**config.mk**
```make
export PLATFORM = sky130hd
export DESIGN_NAME = hashrate_monitor
export DESIGN_NICKNAME = d
export VERILOG_FILES = /design/src/rtl/hashrate_monitor.sv
export SDC_FILE = /design/constraint.sdc
export NUM_CORES = 1
export LEC_CHECK = 0
export ABC_AREA = 1
export ABC_CLOCK_PERIOD_IN_PS = 7400
export CORE_MARGIN = 2
export CORE_UTILIZATION = 61
export CTS_CLUSTER_DIAMETER = 120
export DETAILED_ROUTE_END_ITERATION = 10
export HOLD_SLACK_MARGIN = 0.06
export PLACE_DENSITY = 0.88
export SETUP_SLACK_MARGIN = 0.02
export SLEW_MARGIN = 20
export SYNTH_ARGS = -nofsm -noshare
export SYNTH_HDL_FRONTEND = slang
export SYNTH_SLANG_ARGS = --single-unit
```
**constraint.sdc**
```tcl
create_clock -name clk -period 7.4 [get_ports clk]
set_input_delay 1.48 -clock clk [delete_from_list [all_inputs] [get_ports clk]]
set_output_delay 1.48 -clock clk [all_outputs]
set_load 0.01 [all_outputs]
```
**src/rtl/hashrate_monitor.sv**
```systemverilog
// rtl/hashrate_monitor.sv - per-second hash rate, saturating lifetime total, peak rate and report handshake
module hashrate_monitor #(
  parameter int CNT_W   = 32,
  parameter int TOTAL_W = 48
) (
  input  logic               clk,
  input  logic               rst_i,
  input  logic               enable_i,
  input  logic               clear_i,
  input  logic               second_tick,
  input  logic               hash_done_i,
  output logic [CNT_W-1:0]   rate_o,
  output logic               rate_valid_o,
  input  logic               rate_ready_i,
  output logic [TOTAL_W-1:0] total_o,
  output logic [CNT_W-1:0]   peak_o,
  output logic               missed_o
);

  typedef enum logic {SYNC, MEASURE} state_t;

  localparam logic [CNT_W-1:0]   CNT_ONE   = CNT_W'(1);
  localparam logic [TOTAL_W-1:0] TOTAL_ONE = TOTAL_W'(1);

  state_t             state_q, state_d;
  logic [CNT_W-1:0]   win_q, win_d;
  logic [CNT_W-1:0]   rate_q, rate_d;
  logic               valid_q, valid_d;
  logic [TOTAL_W-1:0] total_q, total_d;
  logic [CNT_W-1:0]   peak_q, peak_d;
  logic               missed_q, missed_d;
  logic [CNT_W-1:0]   win_inc;

  always_comb begin
    win_inc = win_q;
    if (hash_done_i && !(&win_q)) begin
      win_inc = win_q + CNT_ONE;
    end

    state_d  = state_q;
    win_d    = win_q;
    rate_d   = rate_q;
    valid_d  = valid_q;
    total_d  = total_q;
    peak_d   = peak_q;
    missed_d = missed_q;

    if (clear_i) begin
      state_d  = SYNC;
      win_d    = '0;
      valid_d  = 1'b0;
      total_d  = '0;
      peak_d   = '0;
      missed_d = 1'b0;
    end else begin
      if (valid_q && rate_ready_i) begin
        valid_d = 1'b0;
      end
      if (!enable_i) begin
        // Disabled: the open window is abandoned and hashes are ignored.
        state_d = SYNC;
        win_d   = '0;
      end else begin
        if (hash_done_i && !(&total_q)) begin
          total_d = total_q + TOTAL_ONE;
        end
        case (state_q)
          SYNC: begin
            win_d = '0;
            if (second_tick) begin
              state_d = MEASURE;
            end
          end
          MEASURE: begin
            if (second_tick) begin
              // A hash in the closing cycle belongs to the window being reported.
              rate_d  = win_inc;
              valid_d = 1'b1;
              win_d   = '0;
              if (win_inc > peak_q) begin
                peak_d = win_inc;
              end
              if (valid_q && !rate_ready_i) begin
                missed_d = 1'b1;
              end
            end else begin
              win_d = win_inc;
            end
          end
          default: state_d = SYNC;
        endcase
      end
    end
  end

  always_ff @(posedge clk or negedge rst_i) begin
    if (!rst_i) begin
      state_q  <= SYNC;
      win_q    <= '0;
      rate_q   <= '0;
      valid_q  <= 1'b0;
      total_q  <= '0;
      peak_q   <= '0;
      missed_q <= 1'b0;
    end else begin
      state_q  <= state_d;
      win_q    <= win_d;
      rate_q   <= rate_d;
      valid_q  <= valid_d;
      total_q  <= total_d;
      peak_q   <= peak_d;
      missed_q <= missed_d;
    end
  end

  assign rate_o       = rate_q;
  assign rate_valid_o = valid_q;
  assign total_o      = total_q;
  assign peak_o       = peak_q;
  assign missed_o     = missed_q;

endmodule

```
Word level (Yosys, flattened, before mapping). Cells that the tools add are included.

Word-level logic and storage cells: 58. Output and inout port bits: 114. Register bits: 147.

Order comparisons: 1. Mux-type cells: 27. Bitwise logic cells: 2. $add $sub $neg: 2. Reductions and logical operators: 19.

Operators by type and width (count): two-way mux 32 bit (9); two-way mux 48 bit (3); one-hot mux 32 bit (2 select lines) (1); adder 48 x 1 -> 48 bit, second input constant (1); AND reduction 48 bit (1); adder 32 x 1 -> 32 bit, second input constant (1); greater-than comparator 32 bit (1); AND reduction 32 bit (1); two-way mux 1 bit (14); AND reduction 4 bit (3); nonzero test 2 bit (6); logical AND 1 bit (4); logical NOT 1 bit (3); NOT 1 bit (2); AND reduction 2 bit (1).

Depth between registers and ports, before layout.
Depth after elaboration: 10. Mapped depth: 27. Gate-level depth less buffers: 24.

Least setup slack after synthesis. OpenSTA, ideal clock, no wires.

Kind: in2reg. Start: in hash_done_i. End: reg peak_q[30], in the netlist peak_o[30]. Data arrival time: 3.582 ns. Setup slack: 3.700 ns. Stages: 16. Setup time: 0.119 ns. Cells stage by stage: buf_2 -> buf_1 -> nand3_1 -> nand2_1 -> inv_1 -> ha_1 -> nand2_1 -> nor2_1 -> and2_1 -> nand2_1 -> nor2_1 -> a21oi_1 -> nand2_1 -> clkbuf_1 -> nand3_1 -> nand2_1.

RTL lines: start, declared (RTL line 11) `input logic hash_done_i,`; logical AND 1 bit (RTL line 36) `if (hash_done_i && !(&win_q)) begin`; two-way mux 32 bit (RTL line 36); named net win_inc[11] (RTL line 32) `logic [CNT_W-1:0] win_inc;`; greater-than comparator 32 bit (RTL line 80) `if (win_inc > peak_q) begin`; nonzero test 2 bit (no line); AND reduction 4 bit (no line); end signal, assigned (RTL line 111) `peak_q <= peak_d;`; end, declared (RTL line 30) `logic [CNT_W-1:0] peak_q, peak_d;`.

The timed path passes the listed nets, and every way through them passes these cells. The select of a mux whose other input is x is not followed. A chain may end at the register's enable or synchronous reset.

Worst setup path in the final report.
Start: in hash_done_i. End: reg peak_q[7], in the netlist peak_o[7].

The elaborated chain is that of the path after synthesis.

==> impl_metrics.env <==
export IMPL_ys_ff_latch=147
export IMPL_rrSetupSlack_ps=2730
export IMPL_p_leak_nw=5.13
export IMPL_end_kind="register"
export IMPL_drtPass1Iterations=6
export IMPL_netlist_instances=1353
export IMPL_viasPerCell=5.81
export IMPL_crit_end="peak_o[7]"
export IMPL_cts_hold_fix_buffers=0
export IMPL_r2r_end="peak_o[7]"
export IMPL_setup_worst_path_start="hash_done_i"
export IMPL_synthArstFlopShare_pct=100
export IMPL_ys_seq_area_share_pct=39.0
export IMPL_grt_pass1_vias=9189
export IMPL_regArea_um2=3680
export IMPL_place_area_um2=10700
export IMPL_rsz0062_at_grt="no"
export IMPL_grt_use_total_pct=35.0
export IMPL_htree_levels=4
export IMPL_synth_area_per_cell_um2=6.97
export IMPL_synth_area_um2=9430
export IMPL_wl_per_cell_um=16.8
export IMPL_vias=9568
export IMPL_fin_skew_ps=8.63
export IMPL_clock_sinks=147
export IMPL_whs_ps=482
export IMPL_antenna_found_initial=1
export IMPL_synth_warning_count=0
export IMPL_finalMaxSlewViolations=0
export IMPL_setup_viol=0
export IMPL_fin_crit_sh_pct=70.7
export IMPL_die_area_um2=16500
export IMPL_cts_root_buf="clkbuf_16"
export IMPL_fin_setup_tns_ps=0
export IMPL_drv_cap=0
export IMPL_worst_ir_drop_vdd_mv=0.164
export IMPL_grt_max_degree=77
export IMPL_start_kind="input pin"
export IMPL_critPathKind="in2reg"
export IMPL_hpwlAfterDp_um=19600
export IMPL_layout_nets=1489
export IMPL_core_rowCount=45
export IMPL_slew_headroom_pct=26.8
export IMPL_grt_pass1_wl_um=45100
export IMPL_powerDensity_nw_per_um2=175
export IMPL_rr_worst_depth=20
export IMPL_cts_resized=0
export IMPL_fill_cells=1205
export IMPL_period_minus_slack_ps=5230
export IMPL_yosys_most_used_dff="dfrtp_1"
export IMPL_synth_compound_area_share_pct=4.33
export IMPL_synth_top_family_by_area="simple AND/OR/NAND/NOR gates"
export IMPL_whs_path_depth=2
export IMPL_clk_latency_ps=430
export IMPL_clock_tree_buffer_depth=2
export IMPL_min_path_type="reg2reg"
export IMPL_synth_top_cell_by_area="dfrtp_1"
export IMPL_cts_buffers=17
export IMPL_fmax_mhz=191
export IMPL_drc=0
export IMPL_io_pins=121
export IMPL_yosys_area_share_simple_pct=39.7
export IMPL_cts_clk_slew_worst_paths_ps=60
export IMPL_synthAdderAreaFrac_pct=4.51
export IMPL_fp_dieW_um=128
export IMPL_ant_nets=0
export IMPL_wl_met1_um=10500
export IMPL_synth_top_cell_area_share_pct=39.0
export IMPL_post_route_util_pct=74.4
export IMPL_synth_xor_area_share_pct=4.18
export IMPL_status="finished, final reports clean"
export IMPL_worst_slew_pin_slew_ps=1100
export IMPL_synth_area_top_cells="dfrtp_1, nand2_1, nor2_1"
export IMPL_cts_tree="yes"
export IMPL_path_max_fanout=32
export IMPL_hold_violations=0
export IMPL_drt_wl_total_um=27700
export IMPL_synth_net_count=1394
export IMPL_synth_edff_count=0
export IMPL_synthMuxAreaShare_pct=0
export IMPL_critical_path_required_ps=7700
export IMPL_wl_met3_um=2220
export IMPL_port_buffers=120
export IMPL_crit_arrival_ps=5530
export IMPL_die_height_um=128
export IMPL_grt_ovfl_total=0
export IMPL_timing_rr_start="win_q[0]"
export IMPL_postCtsSetupBuffers=0
export IMPL_yosysMostFrequentCell="nand2_1"
export IMPL_ys_types=35
export IMPL_place_congestion=0.986
export IMPL_n_antenna_cell=0
export IMPL_core_area_um2=15100
export IMPL_netlist_top_cells_count="nand2_1, nor2_1, dfrtp_1"
export IMPL_highest_layer="met4"
export IMPL_drive_gt1_share_pct=6.65
export IMPL_multi_input_area_um2=4980
export IMPL_drt_iter0_drc=950
export IMPL_area_growth_syn_to_layout_pct=19.6
export IMPL_start_util_pct=62.2
export IMPL_wl_met2_um=13200
export IMPL_stdcell_area_um2=11300
==> cells in the final DEF (no fill, tap or decap), types with 18 or more instances in the layout <==
| master | Yosys | routed |
|---|---|---|
| clkdlybuf4s50_1 | 0 | 119 |
| nand3_1 | 138 | 138 |
| nand4_1 | 56 | 56 |
| inv_1 | 117 | 116 |
| dfrtp_1 | 147 | 147 |
| inv_2 | 18 | 18 |
| nor2_1 | 192 | 192 |
| xor2_1 | 35 | 35 |
| o21ai_0 | 38 | 38 |
| nand2_1 | 431 | 431 |
| ha_1 | 34 | 34 |
==> logic make-up after synthesis <==
group           Yosys count
compound gates           73
xor+xnor                 45
fa+ha+maj                34
buf+inv                 186
flops                   147
simple gates            868
==> worst min path at each step <==
stage | start | to | slack [ps]
global placement | rate_o[15] | rate_o[15] | 460
floorplan | rate_o[18] | rate_o[18] | 520
finish | rate_o[2] | rate_o[2] | 480
CTS | rate_o[13] | rate_o[13] | 490
detailed placement | rate_o[13] | rate_o[13] | 470
global route | rate_o[24] | rate_o[24] | 510
==> power breakdown <==
group          internal (mW)  total (mW)  switching (mW)
Sequential             0.830       0.847          0.0170
Clock                  0.590       0.915           0.324
Combinational         0.0808       0.215           0.134
Total                   1.50        1.98           0.476
==> layout make-up <==
type                       count  share of cell area (%)
clock inverter                 3                   0.799
multi-input combinational   1020                    44.1
sequential                   147                    32.6
timing repair buffer         127                    11.1
clock buffer                  27                    4.73
tap                          188                    2.09
inverter                     135                    4.51
==> worst max-delay path, stage by stage <==
cell             delay (ps)
clkdlybuf4s50_1        1010
nand2_4                 380
o21ai_0                 440
nand2_1                 150
ha_1                    330
nand2_1                  50
nor2_1                  160
nand4_1                 110
nor2_1                  180
nand2_1                  80
nand2_1                  80
nand2_1                 640
nand3_1                 310
nand2_1                 100
==> stage by stage <==
stage / std cells / total power [mW] / setup WS (ps)
2_1_floorplan: 1353 / 0.974 / 3700
3_3_place_gp: 1617 / 1.07 / 2100
3_5_place_dp: 1617 / 1.07 / 1870
4_1_cts: 1647 / 1.98 / 2300
5_1_grt: 1647 / 2.04 / 1770
6_report: 1647 / 1.98 / 2170
==> registers in the layout, summed over array words and instances (netlist names) <==
signal / count
missed_o: 1
peak_o: 32
rate_o: 32
rate_valid_o: 1
state_q: 1
total_o: 48
win_q: 32
==> per-layer routing <==
metal	vias up	track usage, %
met5	-	0
met4	0	20.3
met3	130	6.39
met2	500	58.1
met1	4448	43.1
li1	4490	-
Note: power is estimated with default switching activity, not from simulation.
